## config.mk

```make
export PLATFORM = sky130hd
export DESIGN_NAME = hazard_ctrl
export DESIGN_NICKNAME = d
export VERILOG_FILES = /design/src/rtl/hazard_ctrl.sv
export SDC_FILE = /design/constraint.sdc
export NUM_CORES = 1
export LEC_CHECK = 0
export BUFFER_PORTS_ARGS = -buffer_cell sky130_fd_sc_hd__buf_2
export CAP_MARGIN = 10
export CORE_UTILIZATION = 36
export CTS_BUF_LIST = sky130_fd_sc_hd__clkbuf_2
export DETAILED_ROUTE_END_ITERATION = 8
export PLACE_DENSITY_LB_ADDON = 0.2
export REMOVE_ABC_BUFFERS = 1
export SLEW_MARGIN = 30
export SYNTH_ARGS = -nofsm -noshare
export SYNTH_HDL_FRONTEND = slang
export SYNTH_SLANG_ARGS = --single-unit
export TNS_END_PERCENT = 50
```

## constraint.sdc

```tcl
create_clock -name clk -period 1.9 [get_ports clk]
set_clock_uncertainty 0.05 [all_clocks]
set_input_delay 0.38 -clock clk [delete_from_list [all_inputs] [get_ports clk]]
set_output_delay 0.38 -clock clk [all_outputs]
set_load 0.02 [all_outputs]
```

## src/rtl/hazard_ctrl.sv

```systemverilog
// hazard_ctrl: pipeline hazard controller for the 5-stage MIPS core.
// Handles the hazards that forwarding cannot cover:
//   - load-use stalls,
//   - taken-branch squashes,
//   - multi-cycle mul/div occupancy of EX,
//   - external (exception) flushes.
// It drives the PC, IF/ID, ID/EX and EX/MEM control strobes.
//
// Optional feature macro: HAZARD_PERF_CNT_EN
//   When defined, Stall_Cycles counts cycles with PC_Write=0 and saturates
//   at 16'hFFFF. When undefined, Stall_Cycles is tied to zero.
//
// Parameters:
//   MD_CYCLES  total cycles a mul/div occupies EX (2..15)
//   CNT_W      busy counter width, must hold MD_CYCLES-1
//
// Ports:
//   clk, rst_n                      clock (rising edge), async active-low reset
//   ID_RegisterRs/Rt, ID_UsesRt     source operands of the ID instruction
//   EX_MemRead, EX_Write_register   load detection for the EX instruction
//   EX_MdStart                      first EX cycle of a mul/div
//   EX_BranchTaken                  branch/jump resolved taken in EX
//   Flush_req                       exception flush request
//   PC_Write, IFID_Write            pipeline advance enables
//   IFID_Flush, IDEX_Flush          squash / bubble strobes
//   EXMEM_Bubble, EX_Hold           EX occupancy control
//   MD_Busy, MD_Done                mul/div status
//   Stall_Cycles                    optional stall performance counter
module hazard_ctrl #(
  parameter int unsigned MD_CYCLES = 8,
  parameter int unsigned CNT_W     = 4
) (
  input  logic        clk,
  input  logic        rst_n,
  input  logic [4:0]  ID_RegisterRs,
  input  logic [4:0]  ID_RegisterRt,
  input  logic        ID_UsesRt,
  input  logic        EX_MemRead,
  input  logic [4:0]  EX_Write_register,
  input  logic        EX_MdStart,
  input  logic        EX_BranchTaken,
  input  logic        Flush_req,
  output logic        PC_Write,
  output logic        IFID_Write,
  output logic        IFID_Flush,
  output logic        IDEX_Flush,
  output logic        EXMEM_Bubble,
  output logic        EX_Hold,
  output logic        MD_Busy,
  output logic        MD_Done,
  output logic [15:0] Stall_Cycles
);

  typedef enum logic [0:0] {
    RUN     = 1'b0,
    MD_BUSY = 1'b1
  } state_t;

  localparam logic [CNT_W-1:0] MD_LOAD = CNT_W'(MD_CYCLES - 1);
  localparam logic [CNT_W-1:0] ONE     = CNT_W'(1);

  state_t           state, state_next;
  logic [CNT_W-1:0] cnt, cnt_next;
  logic             load_use;

  assign load_use = EX_MemRead && (EX_Write_register != 5'd0) &&
                    ((EX_Write_register == ID_RegisterRs) ||
                     (ID_UsesRt && (EX_Write_register == ID_RegisterRt)));

  always_ff @(posedge clk or negedge rst_n) begin
    if (!rst_n) begin
      state <= RUN;
      cnt   <= '0;
    end else begin
      state <= state_next;
      cnt   <= cnt_next;
    end
  end

  always_comb begin
    state_next   = state;
    cnt_next     = cnt;
    PC_Write     = 1'b1;
    IFID_Write   = 1'b1;
    IFID_Flush   = 1'b0;
    IDEX_Flush   = 1'b0;
    EXMEM_Bubble = 1'b0;
    EX_Hold      = 1'b0;
    MD_Busy      = 1'b0;
    MD_Done      = 1'b0;

    case (state)
      RUN: begin
        if (Flush_req) begin
          IFID_Flush   = 1'b1;
          IDEX_Flush   = 1'b1;
          EXMEM_Bubble = 1'b1;
        end else if (EX_BranchTaken) begin
          IFID_Flush = 1'b1;
          IDEX_Flush = 1'b1;
        end else if (EX_MdStart) begin
          PC_Write     = 1'b0;
          IFID_Write   = 1'b0;
          EX_Hold      = 1'b1;
          EXMEM_Bubble = 1'b1;
          cnt_next     = MD_LOAD;
          state_next   = MD_BUSY;
        end else if (load_use) begin
          PC_Write   = 1'b0;
          IFID_Write = 1'b0;
          IDEX_Flush = 1'b1;
        end
      end

      MD_BUSY: begin
        MD_Busy = 1'b1;
        if (Flush_req) begin
          IFID_Flush   = 1'b1;
          IDEX_Flush   = 1'b1;
          EXMEM_Bubble = 1'b1;
          cnt_next     = '0;
          state_next   = RUN;
        end else if (cnt > ONE) begin
          PC_Write     = 1'b0;
          IFID_Write   = 1'b0;
          EX_Hold      = 1'b1;
          EXMEM_Bubble = 1'b1;
          cnt_next     = cnt - ONE;
        end else begin
          // cnt==1 is the release cycle; cnt==0 cannot occur here but is
          // treated the same so the FSM can never get stuck in MD_BUSY.
          MD_Done    = 1'b1;
          cnt_next   = '0;
          state_next = RUN;
        end
      end

      default: begin
        cnt_next   = '0;
        state_next = RUN;
      end
    endcase

    // Reset forces the strobes without waiting for a clock edge.
    if (!rst_n) begin
      PC_Write     = 1'b0;
      IFID_Write   = 1'b0;
      IFID_Flush   = 1'b1;
      IDEX_Flush   = 1'b1;
      EXMEM_Bubble = 1'b1;
      EX_Hold      = 1'b0;
      MD_Busy      = 1'b0;
      MD_Done      = 1'b0;
    end
  end

`ifdef HAZARD_PERF_CNT_EN
  logic [15:0] stall_cnt;

  always_ff @(posedge clk or negedge rst_n) begin
    if (!rst_n) begin
      stall_cnt <= '0;
    end else if (!PC_Write && (stall_cnt != '1)) begin
      stall_cnt <= stall_cnt + 16'd1;
    end
  end

  assign Stall_Cycles = stall_cnt;
`else
  assign Stall_Cycles = '0;
`endif

endmodule

```

==> flow_summary.toml <==
[run_status]
status = "complete, but fails checks"
violations = "setup timing"

[timing]
fin_crit_sh_pct = 110
setup_violations = 6
min_period_ps = 2100
final_hold_viol_count = 0
fin_setup_tns_ps = -984
grt_setup_unrepaired = "yes"
setup_slack_ps = -197
clock.fmax_mhz = 477
maxSlewViolCount = 0

[power]
pwr-share-seq_pct = 25.3
p_clk_share_pct = 15.3
peakVddDrop_mv = 0.363
comb_power_share_pct = 59.4
p_sw_share_pct = 42.0
p_sw_mw = 0.290
power_leakage_nw = 0.442
powerDensity_nw_per_um2 = 772
power.total_mw = 0.690
p_int_mw = 0.400

[worst_setup_path]
slowest_delay_ps = 510
crit_arrival_ps = 1670
cp-end-kind = "primary output"
crit_required_ps = 1470
worstPathMaxFanout = 2
critPathBufInv = 2
crit_path_frequent_cell = "buf_6"
worstSetupPathType = "in2out"
cp_cell_sequence = "buf_6 > or4_4 > o21a_1 > a21oi_2 > o211a_1 > buf_6"
critical-path-top-delay-family = "compound AO/OA/AOI/OAI gates"
slowest_stage = "or4_4"
startpoint_type = "input pin"

[worst_hold_path]
holdCritPathClass = "in2async"

[global_route]
grt_busiest_layer = "met2"
grt-ovfl-total = 0
first_global_vias = 507
grt_pass1_wl_microns = 1880
grt.met3_usage_pct = 2.55
grt_max_degree = 11
grt_usage_pct = 13.9
antenna_found_initial = 0
met1_usage_pct = 12.8
grtUsageMet2_pct = 27.0

[placement]
gp_congestion = 0.754
dp_hpwl_microns = 1060
io_buffer_count = 29
pre_cts_slack_ps = -198
placed_cells = 130

[clock_tree]
cts_made_buffers = 3
cts.reportedPaths.clkPinSlew_ps = 70
clock_path_buffers = 2
insertion_delay_ps = 230
htreeDepth = 1
cts-root-buf = "clkbuf_2"
cts_tree = "yes"
cts_hold_buffers = 0
clock-sinks = 5

[drt]
dr_total_vias = 622
wl_per_cell_microns = 10.4
dr.first_iter.drc_count = 4
dr.pass1.iters = 2
via_per_inst = 4.61
ant_nets = 0
routed_wirelength_microns = 1400
drc = 0

[cells_and_area]
final_core_util_pct = 58.0
n_antenna_cell = 0
drive_gt1_share_pct = 46.2
instances_no_fill = 135
syn_to_final_growth_pct = 47.2
final_nets = 144

[yosys]
synthTopCellsByArea = "buf_4 21%, dfrtp_1 21%, xnor2_1 16%, o22ai_1 5.2%, nor2_1 4.9%"
ys_ff_latch = 5
ys_types = 26
netlist.area_leader.share_pct = 21.0
yosys.area.top_type = "buf_4"
synth_area_sq_um = 607
yosys_warnings = 0
netlist_instances = 78
syn_avg_cell_area_sq_um = 7.78
ys_seq_area_share_pct = 20.6

[job]
drv_cap = 0

[floorplanning]
start_util_pct = 39.4
core_sq_um = 1540
dieArea_sq_um = 1850
ioPinCount = 46
die_h_microns = 43.1
rows = 14
die_x_microns = 43.1
## power groups by stage
stage                     Sequential (mW)  Clock (mW)  Combinational, mW
after floorplan                     0.169           0              0.183
after global placement              0.165           0              0.304
after detailed placement            0.166           0              0.314
after CTS                           0.167       0.107              0.358
after global routing                0.178       0.113              0.450
final                               0.174       0.106              0.410
## worst paths after layout
check,slack (ps),to,start,cells after the start
max in group asynchronous,1680,state$_DFF_PN0_,rst_n,2
max,-200,IFID_Write,EX_Write_register[3],6
min reg2reg,490,cnt[3]$_DFFE_PN0P_,cnt[3]$_DFFE_PN0P_,1
max reg2reg,320,cnt[3]$_DFFE_PN0P_,cnt[0]$_DFFE_PN0P_,8
min in group clk,350,state$_DFF_PN0_,Flush_req,2
min,1,cnt[2]$_DFFE_PN0P_,rst_n,2
## synth_stat cells, drive strengths merged
| cell | instances |
|---|---|
| buf | 17 |
| xnor2 | 11 |
| nor2 | 8 |
| dfrtp | 5 |
| o22ai | 5 |
| inv | 4 |
| nand2 | 4 |
| a21oi | 2 |
| ha | 2 |
| nand2b | 2 |
| nor2b | 2 |
| o21ai | 2 |
| or3 | 2 |
| a31o | 1 |
| and2 | 1 |
| clkbuf | 1 |
| conb | 1 |
| nand3 | 1 |
| nand4 | 1 |
| nor3 | 1 |
| nor3b | 1 |
| o211a | 1 |
| o21a | 1 |
| o311ai | 1 |
| or4 | 1 |
## sequential cells by signal (all words and copies together), names as in the netlist
| signal | count |
|---|---|
| cnt | 4 |
| state | 1 |
## metrics by stage
step | hold slack (ps) | instance area, sq um
floorplan | 34.4 | 532
global placement | 246 | 772
detailed placement | 249 | 772
CTS | 2.81 | 836
global route | 7.13 | 893
finish | 1.02 | 893
## cells in the final DEF, fill, tap and decap left out, types with 2 or more instances in the layout
master    count
inv_1         2
o21ai_0       2
inv_2         2
xnor2_1      11
nor2_1        7
buf_6         5
buf_4        13
dfrtp_1       5
nand2b_1      2
clkbuf_2      4
o22ai_1       5
conb_1       16
buf_2        22
ha_4          2
nor2b_1       2
nand2_1       4
## logic make-up (layout without fill, tap and decap cells)
| kind of cell | after synthesis | after routing | synth area share, % |
|---|---|---|---|
| AO/OA/AOI/OAI | 13 | 13 | 14.8 |
| buffers and inverters | 22 | 48 | 24.1 |
| adder cells (fa/ha/maj) | 2 | 2 | 4.12 |
| AND/OR/NAND/NOR | 24 | 24 | 19.8 |
| flip-flops | 5 | 5 | 20.6 |
| other | 1 | 16 | 0.618 |
| XOR/XNOR | 11 | 11 | 15.9 |
## what timing repair did
item / CTS / global route
gates resized for setup: 11 / 12
buffers inserted: 1 / 0
pin swaps: 4 / 6
endpoints found under the setup margin: 6 / 6
## layer usage
metal	vias to the layer above	part of all wire [%]
met2	35	56
met1	272	34
met4	0	2.1
li1	310	-
met3	5	7.5
met5	-	0
## cell type report
cell class / count / area, sq um
multi-input cells: 66 / 449
repair buffers: 40 / 264
inverters: 4 / 15.0
clock buffers: 4 / 20.0
flip-flops and latches: 5 / 125
fillers: 158 / 648
well taps: 16 / 20.0
(Power assumes the default switching activity.)
